**config.mk**
```make
export PLATFORM = sky130hd
export DESIGN_NAME = ncl_mult_seq
export DESIGN_NICKNAME = d
export VERILOG_FILES = /design/src/rtl/ncl_pkg.sv /design/src/rtl/ncl_dr_detect.sv /design/src/rtl/ncl_mult_seq.sv
export SDC_FILE = /design/constraint.sdc
export NUM_CORES = 1
export LEC_CHECK = 0
export ABC_AREA = 1
export ABC_CLOCK_PERIOD_IN_PS = 2000
export CAP_MARGIN = 40
export CORE_ASPECT_RATIO = 0.5
export CORE_MARGIN = 1
export CORE_UTILIZATION = 49
export DETAILED_ROUTE_END_ITERATION = 12
export PLACE_DENSITY = 0.76
export SLEW_MARGIN = 20
export SYNTH_ARGS = -nofsm -noshare
export SYNTH_HDL_FRONTEND = slang
export SYNTH_HIERARCHICAL = 1
export SYNTH_SLANG_ARGS = --single-unit
```
**constraint.sdc**
```tcl
create_clock -name clk -period 2 [get_ports clk]
set_clock_uncertainty 0.2 [all_clocks]
set_input_delay 0.3 -clock clk [delete_from_list [all_inputs] [get_ports clk]]
set_output_delay 0.3 -clock clk [all_outputs]
set_load 0.03 [all_outputs]
```
**src/rtl/ncl_pkg.sv**
```systemverilog
// Shared dual-rail (NCL) types and helpers: rail struct, FSM states, bit
// classification and value-to-dual-rail packing.
package ncl_pkg;

  typedef struct packed {
    logic rail1;
    logic rail0;
  } dual_rail_logic;

  typedef enum logic [2:0] {
    IDLE,
    MUL,
    WAITKI,
    DATA,
    RTZ
  } ncl_state_t;

  localparam int DR_MAX_W = 64;

  typedef struct packed {
    logic [DR_MAX_W-1:0] r1;
    logic [DR_MAX_W-1:0] r0;
  } dr_vec_t;

  function automatic logic dr_is_data(input logic r1, input logic r0);
    return r1 ^ r0;
  endfunction

  function automatic logic dr_is_null(input logic r1, input logic r0);
    return ~(r1 | r0);
  endfunction

  // Bits at or above w stay NULL so the caller can truncate freely.
  function automatic dr_vec_t dr_pack(input logic [DR_MAX_W-1:0] v, input int w);
    dr_vec_t res;
    res = '0;
    for (int unsigned i = 0; i < DR_MAX_W; i++) begin
      if (int'(i) < w) begin
        res.r1[i] = v[i];
        res.r0[i] = ~v[i];
      end
    end
    return res;
  endfunction

endpackage

```
**src/rtl/ncl_dr_detect.sv**
```systemverilog
// Combinational completion/null/illegal detection for a dual-rail vector.
module ncl_dr_detect
  import ncl_pkg::*;
#(
  parameter int W = 3
) (
  input  logic [W-1:0] r1,
  input  logic [W-1:0] r0,
  output logic         complete,
  output logic         is_null,
  output logic         illegal
);

  dual_rail_logic bit_v;

  always_comb begin
    complete = 1'b1;
    is_null  = 1'b1;
    illegal  = 1'b0;
    bit_v    = '0;
    for (int unsigned i = 0; i < W; i++) begin
      bit_v    = '{rail1: r1[i], rail0: r0[i]};
      complete = complete & dr_is_data(bit_v.rail1, bit_v.rail0);
      is_null  = is_null & dr_is_null(bit_v.rail1, bit_v.rail0);
      illegal  = illegal | (bit_v.rail1 & bit_v.rail0);
    end
  end

endmodule

```
**src/rtl/ncl_mult_seq.sv**
```systemverilog
// Clocked dual-rail shift-add multiplier with four-phase DATA/NULL handshakes;
// one partial product per clock, optional two's-complement operation.
module ncl_mult_seq
  import ncl_pkg::*;
#(
  parameter int A_W    = 3,
  parameter int B_W    = 3,
  parameter int SIGNED = 0,
  localparam int P_W   = A_W + B_W
) (
  input  logic           clk,
  input  logic           rst,
  input  logic [A_W-1:0] a_r1,
  input  logic [A_W-1:0] a_r0,
  input  logic [B_W-1:0] b_r1,
  input  logic [B_W-1:0] b_r0,
  output logic           ko,
  output logic [P_W-1:0] p_r1,
  output logic [P_W-1:0] p_r0,
  input  logic           ki,
  output logic           err
);

  localparam int CW = (B_W > 1) ? $clog2(B_W) : 1;

  ncl_state_t     state, state_nxt;
  logic [A_W-1:0] a_q;
  logic [B_W-1:0] b_q;
  logic [CW-1:0]  cnt;
  logic [P_W-1:0] acc, ext, pp;
  logic           a_comp, a_null, a_ill;
  logic           b_comp, b_null, b_ill;
  logic           capture, last, p_load, p_clear, ko_set;
  dr_vec_t        pk;

  ncl_dr_detect #(.W(A_W)) u_det_a (
    .r1       (a_r1),
    .r0       (a_r0),
    .complete (a_comp),
    .is_null  (a_null),
    .illegal  (a_ill)
  );

  ncl_dr_detect #(.W(B_W)) u_det_b (
    .r1       (b_r1),
    .r0       (b_r0),
    .complete (b_comp),
    .is_null  (b_null),
    .illegal  (b_ill)
  );

  // Signed mode: the MSB of B carries weight -2^(B_W-1), hence the final subtract.
  always_comb begin
    ext  = (SIGNED != 0) ? {{B_W{a_q[A_W-1]}}, a_q} : {{B_W{1'b0}}, a_q};
    pp   = ext << cnt;
    last = (cnt == CW'(B_W - 1));
    pk   = dr_pack(DR_MAX_W'(acc), P_W);
  end

  always_comb begin
    state_nxt = state;
    capture   = 1'b0;
    p_load    = 1'b0;
    p_clear   = 1'b0;
    ko_set    = 1'b0;
    unique case (state)
      IDLE: begin
        if (a_comp && b_comp && !a_ill && !b_ill) begin
          capture   = 1'b1;
          state_nxt = MUL;
        end
      end
      MUL: begin
        if (last) state_nxt = WAITKI;
      end
      WAITKI: begin
        if (ki) begin
          p_load    = 1'b1;
          state_nxt = DATA;
        end
      end
      DATA: begin
        if (!ki) begin
          p_clear   = 1'b1;
          state_nxt = RTZ;
        end
      end
      RTZ: begin
        if (a_null && b_null) begin
          ko_set    = 1'b1;
          state_nxt = IDLE;
        end
      end
      default: state_nxt = IDLE;
    endcase
  end

  always_ff @(posedge clk) begin
    if (rst) state <= IDLE;
    else     state <= state_nxt;
  end

  always_ff @(posedge clk) begin
    if (rst) begin
      ko   <= 1'b1;
      p_r1 <= '0;
      p_r0 <= '0;
      err  <= 1'b0;
      cnt  <= '0;
      acc  <= '0;
      a_q  <= '0;
      b_q  <= '0;
    end else begin
      err <= err | a_ill | b_ill;
      if (capture) begin
        a_q <= a_r1;
        b_q <= b_r1;
        acc <= '0;
        cnt <= '0;
        ko  <= 1'b0;
      end
      if (state == MUL) begin
        if (b_q[cnt]) acc <= ((SIGNED != 0) && last) ? acc - pp : acc + pp;
        cnt <= last ? '0 : cnt + 1'b1;
      end
      if (p_load) begin
        p_r1 <= P_W'(pk.r1);
        p_r0 <= P_W'(pk.r0);
      end
      if (p_clear) begin
        p_r1 <= '0;
        p_r0 <= '0;
      end
      if (ko_set) ko <= 1'b1;
    end
  end

endmodule

```
# Word level (Yosys, flattened, before mapping)
# Cells that the tools add are included.
dict set report totals {
  register_bits 31
  input_bits 15
  output_inout_bits 14
  word_cells 100
}
dict set report op_classes {
  add_sub_neg 2
  magnitude_cmp 1
  n_eq_ne 10
  shift 1
  n_mux 22
  bitwise_logic 44
  n_reduce_logical 11
}
# op count
set op_table {}
lappend op_table {{6-bit two-way mux} 3}
lappend op_table {{3-bit two-way mux} 5}
lappend op_table {{3-bit one-hot mux with 5 select lines} 1}
lappend op_table {{1-bit AND} 14}
lappend op_table {{1-bit NOT} 12}
lappend op_table {{1-bit OR} 12}
lappend op_table {{2-bit != test, second input constant} 5}
lappend op_table {{1-bit two-way mux} 9}
lappend op_table {{6-bit adder} 1}
lappend op_table {{3-bit by 2-bit equality test with 1-bit output, second input constant} 2}
lappend op_table {{2-bit two-way mux} 3}
lappend op_table {{3-bit by 2-bit << shifter with 6-bit output} 1}
lappend op_table {{1-bit bitwise XOR} 6}
lappend op_table {{5-bit AND reduction} 1}
lappend op_table {{1-bit logical AND} 4}
lappend op_table {{2-bit OR reduction} 2}
lappend op_table {{3-bit by 1-bit equality test with 1-bit output, second input constant} 1}
lappend op_table {{3-bit equality test, second input constant} 1}
lappend op_table {{3-bit zero test} 1}
lappend op_table {{2-bit by 3-bit less-than comparator with 1-bit output, second input constant} 1}
lappend op_table {{2-bit by 1-bit adder with 2-bit output, second input constant} 1}
lappend op_table {{1-bit binary-select mux with 2-bit select} 1}
lappend op_table {{2-bit equality test, second input constant} 1}
lappend op_table {{1-bit zero test} 2}
lappend op_table {{2-bit nonzero test} 1}

# Logic depth before layout (Yosys ltp)
dict set report logic_depth {
  ltp_word 11
  depth_mapped 13
  mapped_depth_nobuf 13
}

# Hierarchy
# The synthesis kept the hierarchy.
# module n_inst cells_per_inst area_per_inst_um2 seq_area_each_um2
set by_module_without_submodules {}
lappend by_module_without_submodules {ncl_mult_seq 1 241 1676.6 620.6}
lappend by_module_without_submodules {ncl_dr_detect 2 21 136.4 0.0}

# Least setup slack after synthesis
# No wires, ideal clock.
dict set report synth_path {
  path_kind {reg-to-reg}
  from {reg cnt[1]}
  to {reg acc[4]}
  setup_time_ns 0.116
  arrival_ns 1.653
  required_time_ns 1.684
  path_slack_ns 0.031
  path_stages_with_launch 13
  n_path_buf 1
  period_less_slack_ns 1.969
  path_cell_list {dfxtp_1 -> buf_4 -> inv_2 -> nand2_1 -> nor2_1 -> ha_1 -> inv_1 -> fa_1 -> nand3b_1 -> nand2_1 -> nand2_1 -> nand3_1 -> a21oi_1}
}
dict set report synth_via {
  elab_chain_len 4
  elab_cells_between_ends 6
  cone_classes {add/sub: 1; shift: 1; mux: 4}
}
# element line_no
set synth_lines {}
lappend synth_lines {{from (decl)} ncl_mult_seq.sv:29} ;# logic [CW-1:0] cnt;
lappend synth_lines {{from (signal assigned)} ncl_mult_seq.sv:124} ;# cnt <= last ? '0 : cnt + 1'b1;
lappend synth_lines {{3-bit by 2-bit << shifter with 6-bit output / 1-bit binary-select mux with 2-bit select (equally long branches)} {ncl_mult_seq.sv:55, ncl_mult_seq.sv:123}}
lappend synth_lines {{6-bit adder / 1-bit two-way mux (equally long branches)} ncl_mult_seq.sv:123} ;# if (b_q[cnt]) acc <= ((SIGNED != 0) && last) ? acc - pp : acc + pp;
lappend synth_lines {{6-bit two-way mux (*)} ncl_mult_seq.sv:123}
lappend synth_lines {{6-bit two-way mux (*)} ncl_mult_seq.sv:122} ;# if (state == MUL) begin
lappend synth_lines {{to (signal assigned)} ncl_mult_seq.sv:123}
lappend synth_lines {{to (decl)} ncl_mult_seq.sv:30} ;# logic [P_W-1:0] acc, ext, pp;
# Mark *: on every way between the ends. The rest lies on a longest branch, timed or not. The select of a mux whose other input is x is not followed.
# A chain may end at the register's enable or synchronous reset.

# Worst setup path in the final report
dict set report layout_path {
  from {reg cnt[0]}
  to {reg acc[4]}
}
# The elaborated chain is that of the path after synthesis.

==> reports/metrics.json <==
{
  "status": "completed",
  "synth_enable_flop_cells": 0,
  "layout_commonest_cell": "nand2_1",
  "post_dp_hpwl_um": 3150,
  "pin_count": 29,
  "via_per_inst": 4.85,
  "place.detailed.instances": 376,
  "layout.cells.most_common_list": "nand2_1, inv_1, nor2_1",
  "r2r-end": "acc[4]$_SDFF_PP0_",
  "fin_crit_ps": 1940,
  "drt-total-wl_um": 4280,
  "synth.distinct_cells": 29,
  "synth_top_area_share_pct": 31.8,
  "row_count": 15,
  "synthDominantAreaCellType": "dfxtp_1",
  "clock_tree_from_tritoncts": "yes",
  "first_global_vias": 1535,
  "drc_errors": 0,
  "firstDrtPassIters": 4,
  "clk_latency_ps": 290,
  "grtUsageMet1_pct": 25.0,
  "synthesis.nets": 316,
  "grt_use_met2_pct": 36.2,
  "cts_max_level": 2,
  "maxSlewHeadroom_pct": 76.9,
  "cts_buffers": 5,
  "antenna_found_initial": 0,
  "timing.final.crit_share_pct": 97.0,
  "final_net_count": 371,
  "timing.rr.start": "cnt[0]$_SDFFE_PP0P_",
  "finalSetupViolCount": 0,
  "ys_warn_count": 6,
  "layout.core_utilization_pct": 73.4,
  "netlist_instances": 283,
  "synth_area_per_cell_um2": 6.89,
  "diodes": 0,
  "worstHoldPathType": "primary input to flip-flop",
  "critPathArrivalTime_ps": 1970,
  "synthArstFlopShare_pct": 0,
  "post_synthesis_to_final_layout_area_growth_pct": 36.5,
  "max_slew.worst_pin.slew_ps": 346,
  "number_of_flip_flops_and_latches_in_the_synthesized_netlist": 31,
  "min-delay-start": "b_r1[1]",
  "grtUsageTotal_pct": 20.6,
  "final.fill_count": 274,
  "netlist_area_um2": 1950,
  "timing_hold_violations_final": 0,
  "maxCapViolations": 0,
  "post_layout_cell_count": 390,
  "grt-busiest-layer": "met2",
  "crit_fanout": 7,
  "synth_seq_area_share_pct": 31.8,
  "worst_r2r_path_depth": 10,
  "final_layout_size_suffix_gt1_share_pct": 22.7,
  "first_pass_grt_wire_length_um": 6660,
  "timing.reg2reg.setup_slack_ps": 60,
  "achievable-frequency_ghz": 0.516,
  "final_max_slew_viol_count": 0,
  "power_per_cell_area_nw_per_um2": 637,
  "whs_endpoint": "b_q[1]$_SDFFE_PP0P_",
  "drt_iter0_markers": 56,
  "gp_congestion": 0.882,
  "fp.dieW_um": 91.2,
  "synth-main-ff-cell": "dfxtp_1",
  "timing.critical_path.to_type": "flip-flop",
  "clock_path_buffers": 2,
  "clkSinkCount": 31,
  "port_buffers": 28,
  "start_kind": "flip-flop",
  "cts.clk_slew.worst_paths_ps": 70,
  "routedWlPerCell_um": 11.0,
  "vias": 1892,
  "root_buffer": "clkbuf_8",
  "initial_utilization_pct": 53.8,
  "grt-ovfl-total": 0,
  "coreArea_um2": 3620,
  "power.static_leakage_uw": 0.00133,
  "die_area_um2": 4250,
  "vdd.ir_drop.worst_uv": 304,
  "synth_top_cells_by_area": "dfxtp_1, nand2_1, ha_1",
  "worst_ep_required_time_ps": 2030,
  "die_height_um": 46.6,
  "grt.met3_usage_pct": 4.79,
  "criticalPathCategory": "flip-flop to flip-flop",
  "hold-path-cell-count": 3,
  "route.antenna.remaining_nets": 0,
  "grt_max_degree": 16
}
[power by group]
group | internal (µW) | leakage (µW) | switching, µW
sequential | 640 | 0.000251 | 29.2
combinational | 171 | 0.00102 | 210
clock | 403 | 0.0000612 | 242
total | 1210 | 0.00133 | 481
[cells in the mapped netlist (2+ instances only)]
cell / n
inv_2: 5
nor2_1: 33
nand3_1: 15
nand2_4: 2
nand2_1: 57
buf_4: 3
o21ai_0: 13
inv_1: 49
a21oi_2: 2
a21oi_1: 18
xor2_1: 2
ha_1: 17
dfxtp_1: 31
o21bai_1: 5
o21ai_1: 4
nand4_1: 4
buf_2: 2
nor2_2: 10
[through the flow]
| step | setup slack (ps) | TNS (ps) | hold slack (ps) | instance area [µm²] | total power (µW) |
|---|---|---|---|---|---|
| floorplan | 31.1 | 0 | 169 | 1950 | 881 |
| global placement | -268 | -3370 | 250 | 2400 | 1000 |
| detailed placement | -313 | -4180 | 254 | 2400 | 1010 |
| CTS | 20.3 | 0 | 263 | 2530 | 1640 |
| global route | -38.0 | -42.7 | 208 | 2660 | 1770 |
| finish | 60.8 | 0 | 183 | 2660 | 1690 |
[cell type report]
| class | instances | area [µm²] | share of cell area (%) |
|---|---|---|---|
| Tap cell | 51 | 63.8 | 2.40 |
| Timing Repair Buffer | 54 | 502 | 18.9 |
| Multi-Input combinational cell | 190 | 1130 | 42.7 |
| Inverter | 56 | 216 | 8.14 |
| Sequential cell | 31 | 626 | 23.5 |
| Clock inverter | 2 | 35.0 | 1.32 |
| Clock buffer | 6 | 82.6 | 3.10 |
[worst max-delay path: stages, from the launching register on]
cell and delay [ps]:
dfxtp_4 380, inv_4 70, nand2_4 50, nor2_4 130, ha_4 140, inv_2 40, fa_2 350, nand3b_1 180
nand3_1 120, nand3_2 90, a21oi_2 130
[worst max-delay path by stage]
stage / startpoint / endpoint / cells past startpoint
after floorplan: cnt[1]$_SDFFE_PP0P_ / acc[4]$_SDFF_PP0_ / 12
after global placement: a_r1[0] / state[0]$_SDFFE_PP0P_ / 12
after detailed placement: b_r1[0] / state[0]$_SDFFE_PP0P_ / 12
after CTS: cnt[0]$_SDFFE_PP0P_ / acc[4]$_SDFF_PP0_ / 11
after global routing: cnt[0]$_SDFFE_PP0P_ / acc[5]$_SDFF_PP0_ / 12
final: cnt[0]$_SDFFE_PP0P_ / acc[4]$_SDFF_PP0_ / 10
[registers in the layout, summed over array words and instances, names as in the netlist]
| name | count |
|---|---|
| p_r1 | 6 |
| state | 3 |
| err | 1 |
| b_q | 3 |
| ko | 1 |
| p_r0 | 6 |
| acc | 6 |
| cnt | 2 |
| a_q | 3 |
[routing by layer]
metal	share of wire, %	vias up	wire, µm
li1	-	992	-
met4	1.9	0	80
met3	5.4	9	231
met1	46	837	1990
met2	46	54	1980
met5	0	-	0
[what timing repair did]
item                                    CTS  global route
hold endpoints to repair                  0             0
hold buffers                              0             0
pin swaps                                 0            12
resized for setup                         5            26
setup buffers                             0             6
endpoints found under the setup margin    4            13
[logic make-up after synthesis]
| logic type | count (synthesis) | share of synthesized area [%] |
|---|---|---|
| DFF | 31 | 31.8 |
| buffers and inverters | 62 | 13.2 |
| adders and majority gates | 18 | 11.9 |
| xor gates and xnor gates | 2 | 0.899 |
| AOI/OAI and AO/OA | 44 | 12.6 |
| and+or+nand+nor | 126 | 29.5 |
Note: power is estimated with default switching activity, not from simulation.
